<file path="src/rtl/smi_rx_arbiter.sv">
// Round-robin scheduler between the 0.9 GHz and 2.4 GHz sample FIFOs. Words are
// pulled one at a time and serialized MSB-first onto a byte stream for the SMI read engine.
module smi_rx_arbiter #(
   parameter int BURST_WORDS = 16
) (
   input  logic        i_sys_clk,
   input  logic        i_reset,
   input  logic        i_enable_09,
   input  logic        i_enable_24,
   output logic        o_fifo_09_pull,
   output logic        o_fifo_24_pull,
   input  logic [31:0] i_fifo_09_pulled_data,
   input  logic [31:0] i_fifo_24_pulled_data,
   input  logic        i_fifo_09_empty,
   input  logic        i_fifo_24_empty,
   output logic [7:0]  o_byte,
   output logic        o_byte_valid,
   input  logic        i_byte_ready,
   output logic        o_byte_ch,
   output logic        o_byte_sof,
   output logic        o_busy,
   output logic        o_read_req
);

   localparam logic [7:0] BURST_MAX = BURST_WORDS[7:0];

   typedef enum logic [1:0] {ARB, PULL, LATCH, SEND} state_t;

   state_t      state;
   state_t      state_nxt;
   logic        rr;
   logic        ch;
   logic        first;
   logic [7:0]  wcnt;
   logic [1:0]  bidx;
   logic [31:0] sr;

   logic        elig_09;
   logic        elig_24;
   logic        grant;
   logic        grant_ch;
   logic        ch_enabled;
   logic        ch_empty;
   logic        handshake;
   logic        word_end;
   logic        more_words;

   assign elig_09    = i_enable_09 & ~i_fifo_09_empty;
   assign elig_24    = i_enable_24 & ~i_fifo_24_empty;
   assign o_read_req = elig_09 | elig_24;
   assign grant      = elig_09 | elig_24;
   // The preferred channel wins when eligible; otherwise whichever one is.
   assign grant_ch   = rr ? elig_24 : ~elig_09;

   assign ch_enabled = ch ? i_enable_24 : i_enable_09;
   assign ch_empty   = ch ? i_fifo_24_empty : i_fifo_09_empty;
   assign handshake  = (state == SEND) & i_byte_ready;
   assign word_end   = handshake & (bidx == 2'd0);
   assign more_words = (wcnt < BURST_MAX) & ch_enabled & ~ch_empty;

   always_ff @(posedge i_sys_clk) begin
      if (i_reset)
         state <= ARB;
      else
         state <= state_nxt;
   end

   always_comb begin
      state_nxt      = state;
      o_fifo_09_pull = 1'b0;
      o_fifo_24_pull = 1'b0;
      o_byte_valid   = 1'b0;
      o_byte         = 8'h00;
      o_byte_ch      = 1'b0;
      o_byte_sof     = 1'b0;
      o_busy         = (state != ARB);
      case (state)
         ARB: begin
            if (grant)
               state_nxt = PULL;
         end
         PULL: begin
            o_fifo_09_pull = ~ch;
            o_fifo_24_pull = ch;
            state_nxt      = LATCH;
         end
         LATCH: begin
            state_nxt = SEND;
         end
         SEND: begin
            o_byte_valid = 1'b1;
            o_byte       = sr[{bidx, 3'b000} +: 8];
            o_byte_ch    = ch;
            o_byte_sof   = first & (bidx == 2'd3);
            if (word_end)
               state_nxt = more_words ? PULL : ARB;
         end
         default: state_nxt = ARB;
      endcase
   end

   // Burst bookkeeping; a reset drops any partially sent word.
   always_ff @(posedge i_sys_clk) begin
      if (i_reset) begin
         rr    <= 1'b0;
         ch    <= 1'b0;
         first <= 1'b0;
         wcnt  <= 8'd0;
         bidx  <= 2'd0;
      end else begin
         case (state)
            ARB: begin
               if (grant) begin
                  ch    <= grant_ch;
                  wcnt  <= 8'd0;
                  first <= 1'b1;
               end
            end
            LATCH: begin
               bidx <= 2'd3;
               wcnt <= wcnt + 8'd1;
            end
            SEND: begin
               if (handshake) begin
                  if (bidx == 2'd3)
                     first <= 1'b0;
                  if (bidx != 2'd0)
                     bidx <= bidx - 2'd1;
                  else if (!more_words)
                     rr <= ~ch;
               end
            end
            default: ;
         endcase
      end
   end

   always_ff @(posedge i_sys_clk) begin
      if (state == LATCH)
         sr <= ch ? i_fifo_24_pulled_data : i_fifo_09_pulled_data;
   end

endmodule
</file>
<file path="config.mk">
export PLATFORM = sky130hd
export DESIGN_NAME = smi_rx_arbiter
export DESIGN_NICKNAME = d
export VERILOG_FILES = /design/src/rtl/smi_rx_arbiter.sv
export SDC_FILE = /design/constraint.sdc
export NUM_CORES = 1
export LEC_CHECK = 0
export BUFFER_PORTS_ARGS = -buffer_cell sky130_fd_sc_hd__buf_2
export CAP_MARGIN = 20
export CORE_ASPECT_RATIO = 0.6
export CORE_MARGIN = 2
export CORE_UTILIZATION = 54
export CTS_CLUSTER_SIZE = 25
export DETAILED_ROUTE_END_ITERATION = 10
export HOLD_SLACK_MARGIN = 0.12
export MAX_ROUTING_LAYER = met4
export PLACE_DENSITY = 0.85
export SLEW_MARGIN = 25
export SYNTH_ARGS = -nofsm -noshare
export SYNTH_HDL_FRONTEND = slang
export SYNTH_SLANG_ARGS = --single-unit
</file>
<file path="constraint.sdc">
create_clock -name i_sys_clk -period 5.49 [get_ports i_sys_clk]
set_clock_uncertainty 0.2 [all_clocks]
set_input_delay 0.8235 -clock i_sys_clk [delete_from_list [all_inputs] [get_ports i_sys_clk]]
set_output_delay 0.8235 -clock i_sys_clk [all_outputs]
set_load 0.02 [all_outputs]
</file>
* Yosys cells after proc, flatten, opt, wreduce, memory -nomap -nowiden
Cells that the tools add are included.
Word-level totals: register bits 47, input port bits 71, output and inout bits 15, word-level logic and storage cells 71
Operators by class: equality and inequality tests 9, $add $sub $neg 2, order comparisons 1, reductions and logical operators 13, multiplexer cells 23, shift-type cells 1, bitwise logic cells 15
Operator list (number):
- $mux 32 | 1
- $shiftx 32x6->8 | 1
- $mux 8 | 2
- $pmux 8 s2 | 1
- $mux 1 | 12
- $reduce_bool 2->1 | 5
- $add 8x1->8 const B | 1
- $lt 8x5->1 const B | 1
- $mux 2 | 4
- $pmux 2 s4 | 1
- $reduce_and 4->1 | 2
- $and 1x1->1 | 7
- $not 1->1 | 7
- $eq 2x2->1 const B | 3
- $ne 2x2->1 const B | 3
- $reduce_and 2->1 | 3
- $logic_not 2->1 | 2
- $ne 2x1->1 const B | 2
- $pmux 2 s2 | 1
- $reduce_and 3->1 | 1
- $eq 2x1->1 const B | 1
- $pmux 1 s2 | 1
- $sub 2x1->2 const B | 1
- $or 1x1->1 | 1

* Logic depth before layout (Yosys ltp)
Gate-level depths: netlist of the first run.
depth in word-level cells 6, depth in mapped cells 7, gate-level depth less buffers 6

* Worst setup path after synthesis of the first run
Ideal clock, no wire load.
kind register to register, from register state[0], to register wcnt[3], period minus slack after synthesis 2.488 ns, stages on the path, launching flop included 6, slack 3.002 ns, data arrival time 2.214 ns, path buffers 0, data required time 5.216 ns, setup time 0.074 ns, path through dfxtp_1 > inv_1 > ha_1 > inv_1 > or4_1 > a31oi_1
On the way: cells in the longest elaborated chain, start to end 3, elaborated cells on any way between the ends 6, classes of those cells eq/ne: 2; mux: 1; reduce/logical: 3
RTL lines:
- start, declared | line 29 | state_t state;
- start signal, assigned | line 65 | state <= state_nxt;
- $eq 2x2->1 or $logic_not 2->1 (tied branches) | line 111 | case (state)
- $reduce_bool 2->1 (no line) or $ne 2x2->1 (tied branches)
- $reduce_and 2->1 (no line)
- end signal, assigned | line 121 | wcnt <= wcnt + 8'd1;
- end, declared | line 34 | logic [7:0] wcnt;
Several ways; a longest one is shown, not always the timed one. A chain may end at the register's enable or synchronous reset.

* Final worst setup path of the first run
from register bidx[0], to output o_byte[3]
On the way: cells in the longest elaborated chain, start to end 2
RTL lines:
- start, declared | line 35 | logic [1:0] bidx;
- start signal, assigned | line 128 | bidx <= bidx - 2'd1;
- $shiftx 32x6->8 | line 92 | o_byte = sr[{bidx, 3'b000} +: 8];
- $mux 8 | line 77 | case (state)
- end, declared | line 16 | output logic [7:0] o_byte,
No other way between the ends.

==> results.sh, run 1 <==
export IMPL_antenna_left=0
export IMPL_synth_area_um2=2510
export IMPL_h_tree_depth=2
export IMPL_yosys_warnings=0
export IMPL_setup_violations=0
export IMPL_antenna_found_initial=0
export IMPL_vias=1864
export IMPL_drcViolationCount=0
export IMPL_synth_avg_cell_area_um2=12.7
export IMPL_drt_initial_drc_count=112
export IMPL_core_area_um2=4520
export IMPL_layout_common_cells="85 x buf_2, 32 x mux2_2, 32 x edfxtp_1"
export IMPL_crit_chain="mux4_2, and2_1, buf_2"
export IMPL_crit_slowest_cell="dfxtp_1"
export IMPL_maxSlewViolCount=0
export IMPL_powerDensity_nw_per_um2=344
export IMPL_fin_nets=358
export IMPL_critical_path_required_ns=4.47
export IMPL_cts_resized_gates=0
export IMPL_place_ws_ns=2.78
export IMPL_portBuffers=85
export IMPL_path_delay_family="flip-flops"
export IMPL_crit_arrival_ns=1.97
export IMPL_multi_input_area_um2=1170
export IMPL_grt_max_degree=39
export IMPL_cts_buffers=5
export IMPL_rows=19
export IMPL_peakVddDrop_mv=0.230
export IMPL_wl_per_cell_um=14.3
export IMPL_gp_congestion=0.827
export IMPL_die_w_um=92.0
export IMPL_period_needed_ns=2.99
export IMPL_start_util_pct=55.5
export IMPL_track_usage_pct=20.9
export IMPL_synth_ff_type="edfxtp_1"
export IMPL_synth_edf_count=32
export IMPL_timing_fmax_mhz=334
export IMPL_diodes=0
export IMPL_drv_cap=0
export IMPL_io_pins=86
export IMPL_timing_slew_headroom_pct=42.8
export IMPL_async_flop_share_pct=0
export IMPL_postSynthCellCount=198
export IMPL_p_leak_nw=1.20
export IMPL_postCtsHoldBufs=0
export IMPL_clk_path_buf_depth=2
export IMPL_cp_end_kind="primary output"
export IMPL_crit_buf_inv=1
export IMPL_synth_seq_cells=47
export IMPL_die_h_um=56.8
export IMPL_critical_path_class="flop to primary output"
export IMPL_wirelength_mm=4.92
export IMPL_hold_path_class="flop to flop"
export IMPL_fin_setup_tns_ns=0
export IMPL_fillers=342
export IMPL_drtPass1Iterations=4
export IMPL_drt_vias_per_instance=5.42
export IMPL_crit_path_max_incr_delay_ns=0.78
export IMPL_clkTransAtPathRegs_ns=0.08
export IMPL_syn_nets=276
export IMPL_hpwl_mm=3.54
export IMPL_layout_commonest_cell="buf_2"
export IMPL_ff_latch_area_um2=1260
export IMPL_finalHoldViolCount=0
export IMPL_grt_overflow_total=0
export IMPL_cts_tree="built"
export IMPL_post_route_period_util_pct=54.5
export IMPL_seq_area_frac_synth_pct=50.3
export IMPL_cp_max_fo=12
export IMPL_die_area_um2=5220
export IMPL_setup_slack_ns=2.50
export IMPL_cts_setup_buffers=0
export IMPL_ys_types=39
export IMPL_grt_first_pass_wirelength_mm=8.09
export IMPL_drive_gt1_share_pct=48.8
export IMPL_tightest_slew_ns=0.858
export IMPL_startpoint_type="flop"
export IMPL_syn_to_final_growth_pct=21.5
export IMPL_finalPower_w=0.00105
export IMPL_fin_util_pct=67.5
export IMPL_rsz0062_at_grt="no"
export IMPL_holdWs_ns=0.290
export IMPL_outcome="finished, final reports clean"
export IMPL_clock_sinks=47
export IMPL_cts_root_buf="clkbuf_8"
export IMPL_grt_pass1_vias=1722
export IMPL_worstSkewPairLatency_ns=0.29
export IMPL_r2r_slack_ns=3.04
==> path summary, 6_finish.rpt <==
path | start | end | cells after the start
worst max-delay path | bidx[0]$_SDFFE_PP0P_ | o_byte[3] | 3
worst min register to register | first$_SDFFE_PP0P_ | first$_SDFFE_PP0P_ | 2
worst max register to register | state[0]$_SDFFE_PP0P_ | wcnt[3]$_SDFFE_PP0P_ | 5
worst min-delay path | first$_SDFFE_PP0P_ | first$_SDFFE_PP0P_ | 2
==> sequential cells by signal, summed over array words and instances (netlist names) <==
| signal | cells |
|---|---|
| state | 2 |
| first | 1 |
| sr | 32 |
| bidx | 2 |
| ch | 1 |
| rr | 1 |
| wcnt | 8 |
==> metal layers <==
layer	global-route usage, %	vias up	wire length [um]
met5	-	-	0
met4	7.04	0	59
met3	5.23	6	370
met2	31.0	69	2160
met1	28.3	873	2320
li1	-	916	-
==> tightest hold or removal path, delay by kind of cell, from the launching register on <==
family          cells  cell delay (ns)
compound gates      1             0.05
flops               1             0.34
simple gates        1             0.06
==> Yosys cell counts, drive strengths merged (3+ instances only) <==
cell     n  area share, %
inv      7            1.0
ha       7            3.5
buf      7            1.6
nand2    9            1.3
o21ai    5            1.0
nor2     8            1.2
edfxtp  32             38
and2    11            2.7
dfxtp   15             12
nand3    5            1.0
a21oi    9            1.8
mux2i    3            1.2
a311oi   3            1.0
o211ai   4            1.2
mux2    32             14
mux4     8            7.2
nand2b   3            1.0
clkbuf   3           0.45
a211oi   4            1.2
==> metrics by stage <==
stage          instances  instance area [um2]
2_1_floorplan        198                 2510
3_3_place_gp         336                 2960
3_5_place_dp         336                 2960
4_1_cts              344                 3050
5_1_grt              344                 3050
6_report             344                 3050
==> kinds of logic (layout without fill, tap and decap cells) <==
group / Yosys count / count (layout) / share of synthesized area (%)
AO/OA/AOI/OAI: 33 / 33 / 8.93
AND/OR/NAND/NOR: 51 / 51 / 11.4
buffers and inverters: 17 / 100 / 3.14
flip-flops: 47 / 47 / 50.3
multiplexers: 43 / 43 / 22.7
adder cells (fa/ha/maj): 7 / 7 / 3.49
==> layout make-up <==
type                       instances  share of cell area [%]
multi-input combinational        134                    38.4
tap                               63                    2.59
clock buffer                       6                    2.38
clock inverter                     2                   0.410
sequential                        47                    41.4
timing repair buffer              85                    14.0
inverter                           7                   0.862
==> power breakdown <==
part | switching (W) | leakage (nW) | total, W | internal (W)
registers | 0.0000562 | 0.415 | 0.000514 | 0.000458
logic | 0.000176 | 0.741 | 0.000337 | 0.000161
clock network | 0.000110 | 0.0412 | 0.000199 | 0.0000890
No activity file was read; power rests on OpenSTA's default activity.
==> run 2: changes to the inputs <==
- CORE_UTILIZATION: 54 -> 50
- PLACE_DENSITY: 0.85 -> 0.8
- clock period: 5.49 -> 2.9 ns (I/O delays scaled with it)
==> run 2 against run 1 <==
Compared with the run above: worst hold slack worse by 0.056 ns; critical path depth is the same; clock power is 130% higher; combinational power grew 96%; die area up 7.5%; via count rose by 1.4%; clock-buffer cell count increased by 1; first-iteration DRC count decreased by 14%; total power grew 97%; routed wire length is 4.5% higher; final cell count grew 0.58%; non-clock buffer count up 2.
==> results.sh, run 2 (same netlist as run 1, synthesis figures left out) <==
export IMPL_portBuffers=85
export IMPL_drv_cap=0
export IMPL_largest_reg_flops=32
export IMPL_r2r_start="state[1]$_SDFFE_PP0P_"
export IMPL_vias=1890
export IMPL_antenna_found_initial=0
export IMPL_critical_path_required_ns=2.27
export IMPL_dp_cells=338
export IMPL_wl_per_cell_um=14.9
export IMPL_p_leak_nw=1.23
export IMPL_cts_resized_gates=0
export IMPL_wirelength_mm=5.14
export IMPL_r2r_slack_ns=0.79
export IMPL_top_register="sr"
export IMPL_die_h_um=58.9
export IMPL_cp_max_fo=12
export IMPL_grt_pass1_vias=1822
export IMPL_hpwl_mm=3.82
export IMPL_clkTransAtPathRegs_ns=0.09
export IMPL_h_tree_depth=2
export IMPL_stdcell_count=346
export IMPL_crit_start="bidx[0]$_SDFFE_PP0P_"
export IMPL_largestRegisters="sr: 32 flops, wcnt: 8 flops"
export IMPL_gp_congestion=0.858
export IMPL_crit_slowest_cell="dfxtp_1"
export IMPL_crit_arrival_ns=1.97
export IMPL_cts_root_buf="clkbuf_8"
export IMPL_start_util_pct=53.3
export IMPL_clock_sinks=47
export IMPL_grt_overflow_total=0
export IMPL_drtPass1Iterations=4
export IMPL_fin_nets=360
export IMPL_powerDensity_nw_per_um2=671
export IMPL_setup_violations=0
export IMPL_grt_max_degree=34
export IMPL_timing_slew_headroom_pct=47.4
export IMPL_rows=19
export IMPL_finalHoldViolCount=0
export IMPL_diodes=0
export IMPL_cp_end_kind="primary output"
export IMPL_cts_setup_buffers=0
export IMPL_drt_vias_per_instance=5.46
export IMPL_cp_endpoint="o_byte[5]"
export IMPL_fillers=375
export IMPL_multi_input_area_um2=1170
export IMPL_rsz0062_at_grt="no"
export IMPL_die_w_um=95.4
export IMPL_fin_setup_tns_ns=0
export IMPL_outcome="finished, final reports clean"
export IMPL_syn_to_final_growth_pct=23.1
export IMPL_layout_commonest_cell="buf_2"
export IMPL_die_area_um2=5620
export IMPL_clk_path_buf_depth=2
export IMPL_crit_chain="mux4_2, and2_1, buf_2"
export IMPL_worstSkewPairLatency_ns=0.30
export IMPL_drive_gt1_share_pct=48.8
export IMPL_crit_path_max_incr_delay_ns=0.76
export IMPL_critical_path_class="flop to primary output"
export IMPL_tightest_slew_ns=0.788
export IMPL_regToRegEndpoint="wcnt[7]$_SDFFE_PP0P_"
export IMPL_drt_initial_drc_count=96
export IMPL_period_needed_ns=2.61
export IMPL_startpoint_type="flop"
export IMPL_antenna_left=0
export IMPL_ff_latch_area_um2=1260
export IMPL_r2r_cells=6
export IMPL_cts_tree="built"
export IMPL_grt_first_pass_wirelength_mm=8.73
export IMPL_cts_buffers=5
export IMPL_maxSlewViolCount=0
export IMPL_peakVddDrop_mv=0.370
export IMPL_io_pins=86
export IMPL_post_route_period_util_pct=90.0
export IMPL_timing_fmax_mhz=383
export IMPL_drcViolationCount=0
export IMPL_layout_common_cells="85 x buf_2, 32 x mux2_2, 32 x edfxtp_1"
export IMPL_core_area_um2=4710
export IMPL_track_usage_pct=21.3
export IMPL_hold_path_class="input pin to flop"
export IMPL_postCtsHoldBufs=0
run 2: power by group:
part / leakage, nW / internal (W) / switching [W]
registers: 0.414 / 0.000864 / 0.0000906
clock network: 0.0594 / 0.000244 / 0.000215
logic: 0.753 / 0.000309 / 0.000350
total: 1.23 / 0.00142 / 0.000655
run 2: stage by stage:
stage	util [%]	setup WS (ns)	hold slack [ns]	total power, W	instance area (um2)
floorplan	-	0.412	0.245	0.00144	2510
CTS	65.6	0.239	0.227	0.00209	3090
global placement	63.2	0.612	0.257	0.00161	2980
detailed placement	63.2	0.579	0.263	0.00163	2980
finish	65.6	0.291	0.234	0.00207	3090
global route	65.6	0.127	0.227	0.00220	3090
run 2: layer usage:
layer | wire (um) | track usage (%) | vias to the layer above
li1 | - | - | 922
met4 | 80 | 7.14 | 0
met2 | 2300 | 31.6 | 83
met3 | 424 | 4.87 | 9
met1 | 2330 | 29.5 | 876
met5 | 0 | - | -
run 2: final cells by class:
cell class | count | share of cell area (%)
multi-input combinational | 134 | 37.8
clock buffer | 7 | 3.48
timing repair buffer | 87 | 14.3
inverter | 7 | 0.851
clock inverter | 1 | 0.162
sequential | 47 | 40.8
tap | 63 | 2.55
run 2: worst max-delay path, delay by kind of cell, from the launching register on:
family                 cells  cell delay, ns
DFF                        1            0.76
muxes                      1            0.58
and+or+nand+nor            1            0.17
buffers and inverters      1            0.16
run 2: worst min path at each step:
stage                         startpoint            endpoint  slack (ns)  depth (start not counted)
6_report        i_fifo_09_pulled_data[1]     sr[1]$_DFFE_PP_        0.23                          2
5_1_grt        i_fifo_24_pulled_data[10]    sr[10]$_DFFE_PP_        0.23                          2
4_1_cts         i_fifo_09_pulled_data[1]     sr[1]$_DFFE_PP_        0.23                          2
3_5_place_dp          first$_SDFFE_PP0P_  first$_SDFFE_PP0P_        0.26                          2
3_3_place_gp          first$_SDFFE_PP0P_  first$_SDFFE_PP0P_        0.26                          2
2_1_floorplan         first$_SDFFE_PP0P_  first$_SDFFE_PP0P_        0.24                          2
==> run 3: changes to the inputs <==
- clock period: 2.9 -> 2.8 ns (I/O delays scaled with it)
==> run 3 against run 2 <==
Compared with the run above: setup slack gained 0.043 ns; worst hold slack lost 0.010 ns; sequential share of layout area grew 0.32 points; die area is the same; largest power group unchanged.
==> results.sh, run 3 (same netlist as run 1, synthesis figures left out) <==
export IMPL_outcome="finished, final reports clean"
export IMPL_largestRegisters="sr: 32 flops, wcnt: 8 flops"
export IMPL_crit_slowest_cell="mux4_2"
export IMPL_hold_depth=2
export IMPL_syn_to_final_growth_pct=22.1
export IMPL_post_route_period_util_pct=88.1
export IMPL_fin_setup_tns_ns=0
export IMPL_wirelength_mm=5.13
export IMPL_cp_max_fo=8
export IMPL_start_util_pct=53.3
export IMPL_maxSlewViolCount=0
export IMPL_antenna_left=0
export IMPL_die_h_um=58.9
export IMPL_drt_initial_drc_count=254
export IMPL_grt_overflow_total=0
export IMPL_cts_buffers=5
export IMPL_worstSkewPairLatency_ns=0.29
export IMPL_crit_arrival_ns=1.85
export IMPL_dp_cells=339
export IMPL_setup_slack_ns=0.334
export IMPL_tightest_slew_ns=0.664
export IMPL_stdcell_area_um2=3060
export IMPL_hold_path_class="input pin to flop"
export IMPL_cts_setup_buffers=0
export IMPL_grt_first_pass_wirelength_mm=8.48
export IMPL_p_leak_nw=1.21
export IMPL_fin_nets=361
export IMPL_track_usage_pct=20.5
export IMPL_grt_max_degree=35
export IMPL_period_needed_ns=2.47
export IMPL_h_tree_depth=2
export IMPL_core_area_um2=4710
export IMPL_rsz0062_at_grt="no"
export IMPL_crit_path_max_incr_delay_ns=0.50
export IMPL_stdcell_count=347
export IMPL_clk_path_buf_depth=2
export IMPL_layout_common_cells="85 x buf_2, 32 x mux2_2, 32 x edfxtp_1"
export IMPL_cts_root_buf="clkbuf_8"
export IMPL_top_register="sr"
export IMPL_io_pins=86
export IMPL_r2r_cells=6
export IMPL_drive_gt1_share_pct=48.2
export IMPL_timing_fmax_mhz=405
export IMPL_portBuffers=85
export IMPL_timing_slew_headroom_pct=55.3
export IMPL_peakVddDrop_mv=0.417
export IMPL_placed_area_um2=2980
export IMPL_gp_congestion=0.870
export IMPL_layout_commonest_cell="buf_2"
export IMPL_largest_reg_flops=32
export IMPL_startpoint_type="flop"
export IMPL_drtPass1Iterations=4
export IMPL_die_w_um=95.4
export IMPL_cts_resized_gates=0
export IMPL_finalHoldViolCount=0
export IMPL_drv_cap=0
export IMPL_cts_tree="built"
export IMPL_clkTransAtPathRegs_ns=0.08
export IMPL_rows=19
export IMPL_setup_violations=0
export IMPL_hpwl_mm=3.83
export IMPL_drcViolationCount=0
export IMPL_grt_pass1_vias=1819
export IMPL_clock_sinks=47
export IMPL_place_ws_ns=0.629
export IMPL_powerDensity_nw_per_um2=675
export IMPL_vias=1881
export IMPL_fillers=362
export IMPL_diodes=0
export IMPL_die_area_um2=5620
export IMPL_critical_path_required_ns=2.18
export IMPL_crit_chain="buf_4, mux4_2, and2_1, buf_2"
export IMPL_critical_path_class="flop to primary output"
export IMPL_wl_per_cell_um=14.8
export IMPL_drt_vias_per_instance=5.42
export IMPL_fin_util_pct=65.1
export IMPL_antenna_found_initial=0
export IMPL_postCtsHoldBufs=0
export IMPL_cp_end_kind="primary output"
run 3: changes by cell type in the layout (fill, tap and decap cells not counted):
cell       delta
buf_4         +1
clkbuf_8      -1
clkbuf_16     -1
clkbuf_1      +2
run 3: power breakdown:
part | internal (W) | switching (W) | total (W)
logic | 0.000326 | 0.000392 | 0.000718
registers | 0.000895 | 0.0000689 | 0.000964
clock network | 0.000175 | 0.000209 | 0.000385
run 3: final timing paths:
kind / start / slack [ns] / end
setup / recovery: bidx[0]$_SDFFE_PP0P_ / 0.33 / o_byte[5]
hold / removal: i_fifo_24_pulled_data[16] / 0.22 / sr[16]$_DFFE_PP_
setup reg to reg: state[0]$_SDFFE_PP0P_ / 0.74 / wcnt[5]$_SDFFE_PP0P_
hold reg to reg: first$_SDFFE_PP0P_ / 0.29 / first$_SDFFE_PP0P_
run 3: cell type report:
class,count,area [um2],area share [%]
Sequential cell,47,1260,41.2
Multi-Input combinational cell,134,1170,38.1
Timing Repair Buffer,88,448,14.6
Tap cell,63,78.8,2.57
Clock buffer,7,76.3,2.49
Inverter,7,26.3,0.857
Clock inverter,1,5.00,0.163
run 3: worst max-delay path: cells and delay by family (launching register included):
kind,cells,cell delay (ns)
muxes,1,0.50
DFF,1,0.48
buffers and inverters,2,0.40
and+or+nand+nor,1,0.17
run 3: metrics by stage:
step	hold WS, ns	power, W
after floorplan	0.245	0.00149
after CTS	0.222	0.00208
after global placement	0.257	0.00167
final	0.224	0.00207
after detailed placement	0.284	0.00170
after global routing	0.220	0.00219
run 3: layer usage:
metal | GRT usage, % | part of all wire, % | vias to the layer above
met3 | 5.63 | 7.3 | 4
li1 | - | - | 922
met5 | - | 0 | -
met4 | 3.47 | 0.27 | 0
met1 | 27.5 | 47 | 867
met2 | 32.4 | 45 | 88
